==> src/rtl/alu_arbiter_if.sv <==
// Bundle of requester, shared-ALU, response and counter signals for alu_arbiter.
// Latency: none (wires only).
// Backpressure: carried by req*_ready / rsp_ready inside the bundle.
interface alu_arbiter_if;
  // requester 0
  logic        req0_valid;
  logic        req0_ready;
  logic [31:0] req0_op_a;
  logic [31:0] req0_op_b;
  logic [3:0]  req0_ctrl;
  // requester 1
  logic        req1_valid;
  logic        req1_ready;
  logic [31:0] req1_op_a;
  logic [31:0] req1_op_b;
  logic [3:0]  req1_ctrl;
  // shared combinational ALU
  logic [31:0] alu_operand_a;
  logic [31:0] alu_operand_b;
  logic [3:0]  alu_control;
  logic [31:0] alu_result;
  logic [3:0]  alu_flags;
  // response register
  logic        rsp_valid;
  logic        rsp_ready;
  logic        rsp_id;
  logic [31:0] rsp_result;
  logic [3:0]  rsp_flags;
  // per-requester grant counters
  logic [15:0] gnt_cnt0;
  logic [15:0] gnt_cnt1;

  // arbiter side
  modport slave (
    input  req0_valid, req0_op_a, req0_op_b, req0_ctrl,
    input  req1_valid, req1_op_a, req1_op_b, req1_ctrl,
    input  alu_result, alu_flags, rsp_ready,
    output req0_ready, req1_ready,
    output alu_operand_a, alu_operand_b, alu_control,
    output rsp_valid, rsp_id, rsp_result, rsp_flags,
    output gnt_cnt0, gnt_cnt1
  );

  // requesters / ALU / consumer side
  modport master (
    output req0_valid, req0_op_a, req0_op_b, req0_ctrl,
    output req1_valid, req1_op_a, req1_op_b, req1_ctrl,
    output alu_result, alu_flags, rsp_ready,
    input  req0_ready, req1_ready,
    input  alu_operand_a, alu_operand_b, alu_control,
    input  rsp_valid, rsp_id, rsp_result, rsp_flags,
    input  gnt_cnt0, gnt_cnt1
  );
endinterface

==> src/rtl/alu_arbiter.sv <==
// Round-robin arbiter sharing one combinational ALU between two requesters.
// Latency: result registered 1 cycle after the accepting edge; 1 op/cycle sustained.
// Backpressure: held response with rsp_ready low blocks both requesters (ready low).
module alu_arbiter (
  input logic        clk,
  input logic        rst_n,
  alu_arbiter_if.slave bus
);

  logic        rsp_valid_q, rsp_valid_d;
  logic        rsp_id_q, rsp_id_d;
  logic [31:0] rsp_result_q, rsp_result_d;
  logic [3:0]  rsp_flags_q, rsp_flags_d;
  logic        last_gnt_q, last_gnt_d;
  logic [15:0] gnt_cnt0_q, gnt_cnt0_d;
  logic [15:0] gnt_cnt1_q, gnt_cnt1_d;

  logic can_accept;
  logic gnt0, gnt1;
  logic xfer0, xfer1;

  // Arbitration: a lone requester wins; on a tie the one not granted last wins.
  // Ready is also suppressed while reset is held so nothing is accepted then.
  always_comb begin
    can_accept = !rsp_valid_q || bus.rsp_ready;
    gnt0       = bus.req0_valid && (!bus.req1_valid || last_gnt_q);
    gnt1       = bus.req1_valid && (!bus.req0_valid || !last_gnt_q);
    xfer0      = gnt0 && can_accept && rst_n;
    xfer1      = gnt1 && can_accept && rst_n;
  end

  assign bus.req0_ready = xfer0;
  assign bus.req1_ready = xfer1;

  // Steer the accepted requester onto the shared ALU; idle drives zeros.
  always_comb begin
    bus.alu_operand_a = 32'd0;
    bus.alu_operand_b = 32'd0;
    bus.alu_control   = 4'b0000;
    if (xfer0) begin
      bus.alu_operand_a = bus.req0_op_a;
      bus.alu_operand_b = bus.req0_op_b;
      bus.alu_control   = bus.req0_ctrl;
    end else if (xfer1) begin
      bus.alu_operand_a = bus.req1_op_a;
      bus.alu_operand_b = bus.req1_op_b;
      bus.alu_control   = bus.req1_ctrl;
    end
  end

  // Next state: reload the response on a transfer, drop it when drained,
  // otherwise hold; counters saturate at all-ones.
  always_comb begin
    rsp_valid_d  = rsp_valid_q;
    rsp_id_d     = rsp_id_q;
    rsp_result_d = rsp_result_q;
    rsp_flags_d  = rsp_flags_q;
    last_gnt_d   = last_gnt_q;
    gnt_cnt0_d   = gnt_cnt0_q;
    gnt_cnt1_d   = gnt_cnt1_q;

    if (xfer0 || xfer1) begin
      rsp_valid_d  = 1'b1;
      rsp_id_d     = xfer1;
      rsp_result_d = bus.alu_result;
      rsp_flags_d  = bus.alu_flags;
      last_gnt_d   = xfer1;
    end else if (bus.rsp_ready) begin
      rsp_valid_d  = 1'b0;
    end

    if (xfer0 && (gnt_cnt0_q != 16'hFFFF)) gnt_cnt0_d = gnt_cnt0_q + 16'd1;
    if (xfer1 && (gnt_cnt1_q != 16'hFFFF)) gnt_cnt1_d = gnt_cnt1_q + 16'd1;
  end

  // State registers; last_gnt resets to 1 so requester 0 wins the first tie.
  always_ff @(posedge clk or negedge rst_n) begin
    if (!rst_n) begin
      rsp_valid_q  <= 1'b0;
      rsp_id_q     <= 1'b0;
      rsp_result_q <= 32'd0;
      rsp_flags_q  <= 4'd0;
      last_gnt_q   <= 1'b1;
      gnt_cnt0_q   <= 16'd0;
      gnt_cnt1_q   <= 16'd0;
    end else begin
      rsp_valid_q  <= rsp_valid_d;
      rsp_id_q     <= rsp_id_d;
      rsp_result_q <= rsp_result_d;
      rsp_flags_q  <= rsp_flags_d;
      last_gnt_q   <= last_gnt_d;
      gnt_cnt0_q   <= gnt_cnt0_d;
      gnt_cnt1_q   <= gnt_cnt1_d;
    end
  end

  assign bus.rsp_valid  = rsp_valid_q;
  assign bus.rsp_id     = rsp_id_q;
  assign bus.rsp_result = rsp_result_q;
  assign bus.rsp_flags  = rsp_flags_q;
  assign bus.gnt_cnt0   = gnt_cnt0_q;
  assign bus.gnt_cnt1   = gnt_cnt1_q;

endmodule

==> src/flat_wrapper.sv <==
// flat-port wrapper written by rule: the top's interface ports become plain ports
module alu_arbiter_flat 
  (clk, rst_n, bus_req0_valid, bus_req0_op_a, bus_req0_op_b, bus_req0_ctrl, bus_req1_valid, bus_req1_op_a, bus_req1_op_b, bus_req1_ctrl, bus_alu_result, bus_alu_flags, bus_rsp_ready, bus_req0_ready, bus_req1_ready, bus_alu_operand_a, bus_alu_operand_b, bus_alu_control, bus_rsp_valid, bus_rsp_id, bus_rsp_result, bus_rsp_flags, bus_gnt_cnt0, bus_gnt_cnt1);
  alu_arbiter_if bus_i ();
  input logic clk;
  input logic rst_n;
  input wire logic [$bits(bus_i.req0_valid)-1:0] bus_req0_valid;
  input wire logic [$bits(bus_i.req0_op_a)-1:0] bus_req0_op_a;
  input wire logic [$bits(bus_i.req0_op_b)-1:0] bus_req0_op_b;
  input wire logic [$bits(bus_i.req0_ctrl)-1:0] bus_req0_ctrl;
  input wire logic [$bits(bus_i.req1_valid)-1:0] bus_req1_valid;
  input wire logic [$bits(bus_i.req1_op_a)-1:0] bus_req1_op_a;
  input wire logic [$bits(bus_i.req1_op_b)-1:0] bus_req1_op_b;
  input wire logic [$bits(bus_i.req1_ctrl)-1:0] bus_req1_ctrl;
  input wire logic [$bits(bus_i.alu_result)-1:0] bus_alu_result;
  input wire logic [$bits(bus_i.alu_flags)-1:0] bus_alu_flags;
  input wire logic [$bits(bus_i.rsp_ready)-1:0] bus_rsp_ready;
  output wire logic [$bits(bus_i.req0_ready)-1:0] bus_req0_ready;
  output wire logic [$bits(bus_i.req1_ready)-1:0] bus_req1_ready;
  output wire logic [$bits(bus_i.alu_operand_a)-1:0] bus_alu_operand_a;
  output wire logic [$bits(bus_i.alu_operand_b)-1:0] bus_alu_operand_b;
  output wire logic [$bits(bus_i.alu_control)-1:0] bus_alu_control;
  output wire logic [$bits(bus_i.rsp_valid)-1:0] bus_rsp_valid;
  output wire logic [$bits(bus_i.rsp_id)-1:0] bus_rsp_id;
  output wire logic [$bits(bus_i.rsp_result)-1:0] bus_rsp_result;
  output wire logic [$bits(bus_i.rsp_flags)-1:0] bus_rsp_flags;
  output wire logic [$bits(bus_i.gnt_cnt0)-1:0] bus_gnt_cnt0;
  output wire logic [$bits(bus_i.gnt_cnt1)-1:0] bus_gnt_cnt1;
  assign bus_i.req0_valid = bus_req0_valid;
  assign bus_i.req0_op_a = bus_req0_op_a;
  assign bus_i.req0_op_b = bus_req0_op_b;
  assign bus_i.req0_ctrl = bus_req0_ctrl;
  assign bus_i.req1_valid = bus_req1_valid;
  assign bus_i.req1_op_a = bus_req1_op_a;
  assign bus_i.req1_op_b = bus_req1_op_b;
  assign bus_i.req1_ctrl = bus_req1_ctrl;
  assign bus_i.alu_result = bus_alu_result;
  assign bus_i.alu_flags = bus_alu_flags;
  assign bus_i.rsp_ready = bus_rsp_ready;
  assign bus_req0_ready = bus_i.req0_ready;
  assign bus_req1_ready = bus_i.req1_ready;
  assign bus_alu_operand_a = bus_i.alu_operand_a;
  assign bus_alu_operand_b = bus_i.alu_operand_b;
  assign bus_alu_control = bus_i.alu_control;
  assign bus_rsp_valid = bus_i.rsp_valid;
  assign bus_rsp_id = bus_i.rsp_id;
  assign bus_rsp_result = bus_i.rsp_result;
  assign bus_rsp_flags = bus_i.rsp_flags;
  assign bus_gnt_cnt0 = bus_i.gnt_cnt0;
  assign bus_gnt_cnt1 = bus_i.gnt_cnt1;
  alu_arbiter u_core (.clk(clk), .rst_n(rst_n), .bus(bus_i));
endmodule
==> config.mk <==
export PLATFORM = sky130hd
export DESIGN_NAME = alu_arbiter_flat
export DESIGN_NICKNAME = d
export VERILOG_FILES = /design/src/rtl/alu_arbiter_if.sv /design/src/rtl/alu_arbiter.sv /design/src/flat_wrapper.sv
export SDC_FILE = /design/constraint.sdc
export NUM_CORES = 1
export LEC_CHECK = 0
export BUFFER_PORTS_ARGS = -buffer_cell sky130_fd_sc_hd__buf_2
export CAP_MARGIN = 20
export CORE_ASPECT_RATIO = 0.5
export CORE_MARGIN = 4
export CORE_UTILIZATION = 30
export CTS_CLUSTER_SIZE = 25
export DETAILED_ROUTE_END_ITERATION = 6
export PLACE_DENSITY = 0.73
export REMOVE_ABC_BUFFERS = 1
export SLEW_MARGIN = 25
export SYNTH_ARGS = -nofsm -noshare
export SYNTH_HDL_FRONTEND = slang
export SYNTH_SLANG_ARGS = --single-unit
==> constraint.sdc <==
create_clock -name clk -period 1.65 [get_ports clk]
set_input_delay 0.165 -clock clk [delete_from_list [all_inputs] [get_ports clk]]
set_output_delay 0.165 -clock clk [all_outputs]
set_load 0.02 [all_outputs]
Word level (Yosys, flattened, before mapping):

Index checks and enable logic that the tools add are counted.

* word-level logic and storage cells: 36
* register bits after elaboration: 71

* add/subtract/negate cells: 2
* reduce and logical (&&, ||, !) cells: 17
* equality and inequality tests: 2
* muxes and demuxes: 8

Operator list (count)
* $mux 32: 4
* $add 16x1->16 const B: 2
* $ne 16x16->1 const B: 2
* $logic_and 1x1->1: 8
* $mux 4: 2
* $logic_not 1->1: 4
* $logic_or 1x1->1: 4
* $mux 1: 2
* $reduce_bool 2->1: 1

Depth between registers and ports, before layout:

Gate-level depths: netlist of the first run.

* depth in word-level cells: 7
* mapped depth: 6

Least setup slack after synthesis of the first run:

Ideal clock, no wire load.

* kind: register to output
* start: register u_core.rsp_valid_q (netlist: u_core.bus.rsp_valid)
* end: output port bus_alu_control[0]
* data required time: 1.485 ns
* stages on the path, launching flop included: 6
* slack: -0.262 ns
* data arrival time: 1.747 ns
* cell sequence: dfrtp_1 nand2b_2 nand4_2 inv_2 buf_1 a22o_1

* word-level cells in the longest chain between the ends: 6
* elaborated cells between the ends (all ways): 8

Ends and longest elaborated chain
* from (decl): RTL line alu_arbiter.sv:10 `logic rsp_valid_q, rsp_valid_d;`
* from (signal assigned): RTL line alu_arbiter.sv:87 `rsp_valid_q <= rsp_valid_d;`
* $logic_not 1->1: RTL line alu_arbiter.sv:25 `can_accept = !rsp_valid_q || bus.rsp_ready;`
* $logic_or 1x1->1: RTL line alu_arbiter.sv:25
* $logic_and 1x1->1 (2 in a row): RTL line alu_arbiter.sv:29 `xfer1 = gnt1 && can_accept && rst_n;`
* named net bus_req1_ready: RTL line flat_wrapper.sv:19 `output wire logic [$bits(bus_i.req1_ready)-1:0] bus_req1_ready;`
* $mux 4: RTL line alu_arbiter.sv:44 `end else if (xfer1) begin`
* $mux 4: RTL line alu_arbiter.sv:40 `if (xfer0) begin`
* to (decl): RTL line flat_wrapper.sv:22 `output wire logic [$bits(bus_i.alu_control)-1:0] bus_alu_control;`

The timed path passes the listed nets, and every way through them passes these cells.

Worst setup path after layout of the first run:

* start: register u_core.last_gnt_q
* end: output port bus_alu_operand_a[10]

* word-level cells in the longest chain between the ends: 7
* elaborated cells between the ends (all ways): 11

Ends and longest elaborated chain
* from (decl): RTL line alu_arbiter.sv:14 `logic last_gnt_q, last_gnt_d;`
* from (signal assigned): RTL line alu_arbiter.sv:91 `last_gnt_q <= last_gnt_d;`
* $logic_not 1->1: RTL line alu_arbiter.sv:27 `gnt1 = bus.req1_valid && (!bus.req0_valid || !last_gnt_q);`
* $logic_or 1x1->1: RTL line alu_arbiter.sv:27
* $logic_and 1x1->1: RTL line alu_arbiter.sv:27
* $logic_and 1x1->1 (2 in a row): RTL line alu_arbiter.sv:29
* $mux 32: RTL line alu_arbiter.sv:44
* $mux 32 (*): RTL line alu_arbiter.sv:40
* to (decl): RTL line flat_wrapper.sv:20 `output wire logic [$bits(bus_i.alu_operand_a)-1:0] bus_alu_operand_a;`

Every way passes the cells marked *; elsewhere a longest branch is shown, timed or not.

==> metrics.yaml, run 1 <==
status: "finished with violations"
violations: "setup timing"
dieWidth_um: 164
syn_area_sq_mm: 0.00366
cp_max_fo: 7
root_buffer: "clkbuf_16"
clock-sinks: 71
layout_worst_path_cycle_share: 1.16
drt_first_iter_violations: 276
async_flop_share: 1.00
slew_viol_final: 0
p_leak_nw: 3.73
yosysSeqAreaShare: 0.485
synth_top_area_cell: "dfrtp_1"
worst_slack_ps: -266
relSlewSlack: 0.421
drt-pass1-iter-count: 4
fmax_mhz: 522
ant_nets: 0
synth_top_area_frac: 0.478
io_buffers: 316
clk_latency_ps: 330
layout.nets: 864
avgViaCountPerCell: 4.98
grt_util_met3: 0.0538
tightest_slew_ps: 868
gr-total-overflow: 0
drc_errors: 0
yosysWarnings: 0
power_density_mw_per_mm2: 1170
dpl.hpwl_mm: 12.3
syn_to_final_growth_pct: 92.1
min_path_type: "in -> reg"
ys_types: 38
antenna_found_initial: 3
cp_data_required_time_ps: 1480
die_area_sq_mm: 0.0142
worst_path_max_delay_cell: "dfstp_2"
layout-drive-gt1-share: 0.676
placed_area_sq_mm: 0.00573
grt.busiest_layer: "met2"
rsz0062_at_grt: "true"
use_met2: 0.359
critPathMaxStageDelay_ps: 390
cap_violations: 0
initial_core_util: 0.308
grt_max_degree: 71
whs_ps: 64.7
htree_levels: 3
path_cells: "o2111ai_4 > clkinv_4 > buf_12 > buf_16 > a22o_1 > buf_6"
ioPinCount: 317
multi_input_area_sq_mm: 0.00198
core-area_sq_mm: 0.0119
setup_viol: 113
grt_first_pass_wirelength_mm: 23.9
skew_ps: 5.35
vias: 4263
n_fill_cell: 972
ys_seq_elements: 71
use_met1: 0.286
vdd_drop_max_mv: 0.754
finalHoldViolations: 0
worstSetupPathType: "reg -> out"
most-common-layout-cells: "buf_2, dfrtp_1, a22o_1"
clkTransAtPathRegs_ps: 50
fp.dieH_um: 86.1
wl_per_cell_um: 19.7
cp-end-kind: "output port"
routed_wl_mm: 16.9
arrival_ps: 1750
final_common_cell: "buf_2"
synth-edff-count: 0
postSynthAreaPerCell_sq_um: 12.0
synth_ff_type: "dfrtp_1"
clockBufferDepth: 2
power.total_w: 0.00826
fp-row-count: 28
regArea_sq_mm: 0.00178
first_global_vias: 4197
netlist_instances: 306
gp_congestion: 0.822
grt_usage: 0.221
tritoncts: "built"
min_period_ps: 1920
cts_buffers: 9
worst_setup_path_start_kind: "flip-flop"
final_area_sq_mm: 0.00704
synth_top_cells_by_area: "dfrtp_1, a22o_1, mux2_2, xnor2_1, xor2_1"
cells in the mapped netlist, drive strengths merged (2+ instances only):
master and instances:
a21oi 3, nand2 13, nand3 13, and2 2, nor3 4, a22o 68, nor2 9, xnor2 18
nand4 12, nor4 4, buf 6, ha 2, inv 6, dfrtp 70, mux2 38, clkbuf 12
and3 6, xor2 8
through the flow:
stage / utilization / setup TNS, ps / setup slack, ps / std cells
floorplan: - / -52090 / -623 / 288
global placement: 0.483 / -997 / -37.0 / 812
detailed placement: 0.483 / -2230 / -72.1 / 812
CTS: 0.577 / -22020 / -274 / 844
global route: 0.593 / -29010 / -344 / 856
finish: 0.593 / -20240 / -266 / 856
critical path, delay by kind of cell (launching register included):
family                 cells  cell delay [ps]
buffers and inverters      4              590
AO/OA/AOI/OAI              2              440
flip-flops                 1              390
layer usage:
| metal | vias up | wire (um) | share of wire |
|---|---|---|---|
| met5 | - | 13 | 0.00077 |
| met4 | 2 | 501 | 0.030 |
| met3 | 35 | 1180 | 0.070 |
| met2 | 178 | 8360 | 0.50 |
| met1 | 2109 | 6830 | 0.40 |
| li1 | 1939 | - | - |
state kept, by name (all words and copies together) (netlist names):
register / count
u_core.bus.rsp_valid: 1
u_core.bus.gnt_cnt0: 16
u_core.bus.rsp_id: 1
u_core.bus.rsp_result: 32
u_core.bus.rsp_flags: 4
u_core.bus.gnt_cnt1: 16
u_core.last_gnt_q: 1
final timing paths:
check	from	to	slack [ps]	cells after the start
max	u_core.last_gnt_q	bus_alu_operand_a[10]	-270	6
min	bus_alu_result[4]	u_core.bus.rsp_result[4]	60	2
max reg2reg	u_core.last_gnt_q	u_core.bus.rsp_result[3]	-190	8
min reg2reg	u_core.bus.rsp_id	u_core.bus.rsp_id	490	2
max in group asynchronous	rst_n	u_core.bus.gnt_cnt0[7]	870	2
min in group asynchronous	rst_n	u_core.bus.rsp_result[19]	180	2
logic make-up after synthesis:
logic type      Yosys count  share of synthesized area
buf+inv                  24                     0.0314
fa+ha+maj                 2                    0.00683
compound gates           76                      0.182
flops                    71                      0.485
xor+xnor                 26                     0.0622
simple gates             68                      0.112
mux                      39                      0.120
layout make-up:
type | instances | area share
timing repair buffer | 386 | 0.384
multi-input combinational | 211 | 0.281
sequential | 71 | 0.253
clock buffer | 12 | 0.0379
tap | 165 | 0.0293
clock inverter | 3 | 0.00924
inverter | 6 | 0.00498
antenna | 2 | 0.000711
repair_timing:
| action | in CTS | in global routing |
|---|---|---|
| buffers inserted | 10 | 12 |
| setup endpoints to repair | 115 | 131 |
| cloned | 7 | 1 |
| hold buffers | 1 | 0 |
| pin swaps | 23 | 20 |
| gates resized for setup | 153 | 28 |
| endpoints found under the hold margin | 1 | 0 |
power breakdown:
| part | total [W] | internal, W | switching [W] |
|---|---|---|---|
| sequential | 0.00251 | 0.00218 | 0.000324 |
| clock | 0.00213 | 0.00143 | 0.000690 |
| combinational | 0.00363 | 0.00176 | 0.00187 |
(Power assumes the default switching activity.)
==> run 2, diff against run 1 <==
- CORE_MARGIN: 4 -> 2
- SKIP_LAST_GASP: default -> 1
==> metrics.yaml, run 2 (synthesized netlist as in run 1, its figures left out) <==
status: "finished with violations"
violations: "setup timing"
clock-sinks: 71  # unchanged
power.internal_w: 0.00494  # -8.1%
seq_power_share: 0.316  # +0.013
arrival_ps: 1750  # about the same
vias: 4197  # -1.5%
grt_first_pass_wirelength_mm: 21.9  # -8.2%
cts_buffers: 9  # unchanged
hold_depth: 2  # unchanged
rsz0062_at_grt: "true"
largest_register_ffs: 32  # unchanged
r2r_cells: 8  # unchanged
die_area_sq_mm: 0.0132  # -7.0%
hold-path-endpoint: "u_core.bus.rsp_result[1]"
layout_worst_path_cycle_share: 1.16  # +0.00166
min_period_ps: 1920  # +2.74 ps
dieWidth_um: 160  # -2.4%
r2r_slack_ps: -270  # -80 ps
swShare: 0.364  # +0.0147
relSlewSlack: 0.425  # +0.00404
setup_viol: 129  # +14%
grt_max_degree: 68  # -4.2%
antenna_found_initial: 0  # -3
min_path_type: "in -> reg"
drt-pass1-iter-count: 4  # unchanged
htree_levels: 3  # unchanged
fp-row-count: 28  # unchanged
clockBufferDepth: 2  # unchanged
root_buffer: "clkbuf_16"
pwr-share-clk: 0.242  # -0.015
slew_viol_final: 0  # unchanged
final_common_cell: "buf_2"
place_inst: 809  # -0.37%
core-area_sq_mm: 0.0119  # unchanged
cp-end-kind: "output port"
tritoncts: "built"
hold_path_startpoint: "bus_alu_result[1]"
r2r_start: "u_core.last_gnt_q"
gr-total-overflow: 0  # unchanged
io_buffers: 316  # unchanged
layout-drive-gt1-share: 0.679  # +0.00249
skew_ps: 6.99  # +1.63 ps
avgViaCountPerCell: 4.93  # -0.97%
wl_per_cell_um: 19.1  # -3.0%
placed_area_sq_mm: 0.00572  # -0.17%
grt_usage: 0.220  # -0.000881
routed_wl_mm: 16.3  # -3.6%
clk_latency_ps: 330  # about the same
most-common-layout-cells: "buf_2, buf_4, dfrtp_1"
whs_ps: 59.6  # -5.05 ps
drt_first_iter_violations: 323  # +17%
power.total_w: 0.00777  # -6.0%
clkTransAtPathRegs_ps: 50  # about the same
stdcell_count: 851  # -0.58%
fp.dieH_um: 82.1  # -4.6%
cap_violations: 0  # unchanged
fmax_mhz: 521  # -0.14%
dpl.hpwl_mm: 11.9  # -3.6%
cp_max_fo: 6  # -1
tightest_slew_ps: 862  # -6.05 ps
final_area_sq_mm: 0.00679  # -3.5%
worstSetupPathType: "reg -> out"
cp_data_required_time_ps: 1480  # about the same
r2r_end: "u_core.bus.rsp_result[22]"
initial_core_util: 0.308  # unchanged
ioPinCount: 317  # unchanged
syn_to_final_growth_pct: 85.4
drc_errors: 0  # unchanged
gp_congestion: 0.840  # +2.2%
p_leak_nw: 3.58  # -4.2%
vdd_drop_max_mv: 0.742  # -1.7%
comb_power_share: 0.442  # +0.002
power_density_mw_per_mm2: 1140  # -2.6%
first_global_vias: 3909  # -6.9%
n_fill_cell: 1004  # +3.3%
layout.nets: 860  # -0.46%
worst_setup_path_start_kind: "flip-flop"
p_switching_w: 0.00283  # -2.0%
finalHoldViolations: 0  # unchanged
ant_nets: 0  # unchanged
worst_slack_ps: -269  # -2.74 ps
run 2: power by group through the flow:
stage / clock, W / sequential, W / combinational [W]
2_1_floorplan: 0 / 0.00305 / 0.00101
3_3_place_gp: 0 / 0.00244 / 0.00297
3_5_place_dp: 0 / 0.00247 / 0.00301
4_1_cts: 0.00194 / 0.00245 / 0.00331
5_1_grt: 0.00204 / 0.00252 / 0.00362
6_report: 0.00188 / 0.00246 / 0.00343
run 2: what timing repair did:
item | CTS | global route
endpoints found under the setup margin | 105 | 137
endpoints found under the hold margin | 4 | 0
pin swaps | 14 | 34
buffers inserted | 12 | 11
gates resized for setup | 93 | 49
cloned | 5 | 3
hold buffers | 1 | 0
run 2: worst max path at each step:
stage                              start                  endpoint  cells past startpoint
floorplan           u_core.bus.rsp_valid  u_core.bus.rsp_result[1]                      5
global placement       u_core.last_gnt_q   u_core.bus.gnt_cnt0[14]                      5
detailed placement     u_core.last_gnt_q   u_core.bus.gnt_cnt0[14]                      5
CTS                    u_core.last_gnt_q      bus_alu_operand_b[8]                      6
global route           u_core.last_gnt_q      bus_alu_operand_b[4]                      6
finish                 u_core.last_gnt_q        bus_alu_control[0]                      6
run 2: final cells by class:
class,instances,area [sq um],share of cell area
Antenna cell,1,2.50,0.000368
Clock buffer,12,246,0.0363
Clock inverter,3,43.8,0.00645
Inverter,6,35.0,0.00516
Multi-Input combinational cell,211,1960,0.289
Sequential cell,71,1780,0.262
Tap cell,165,206,0.0304
Timing Repair Buffer,382,2510,0.370
run 2: per-stage QoR:
step / setup TNS (ps) / setup WS, ps / utilization
final: -27730 / -269 / 0.572
after global routing: -36100 / -334 / 0.572
after CTS: -27080 / -270 / 0.550
after detailed placement: -737 / -78.1 / 0.482
after global placement: -48.4 / -48.4 / 0.482
after floorplan: -52090 / -623 / -
run 2: critical path, stage by stage, from the launching register on:
cell and delay, ps:
dfstp_2 390, o2111ai_4 240, clkinv_4 150, buf_12 160
buf_12 130, a22o_1 220, buf_6 140
run 2: per-layer routing:
metal,share of wire,wire length (um),track usage,vias up
met5,0,0,0,-
met4,0.0068,110,0.0541,0
met3,0.056,908,0.0460,10
met2,0.51,8330,0.368,147
met1,0.43,6920,0.297,2120
li1,-,-,-,1920
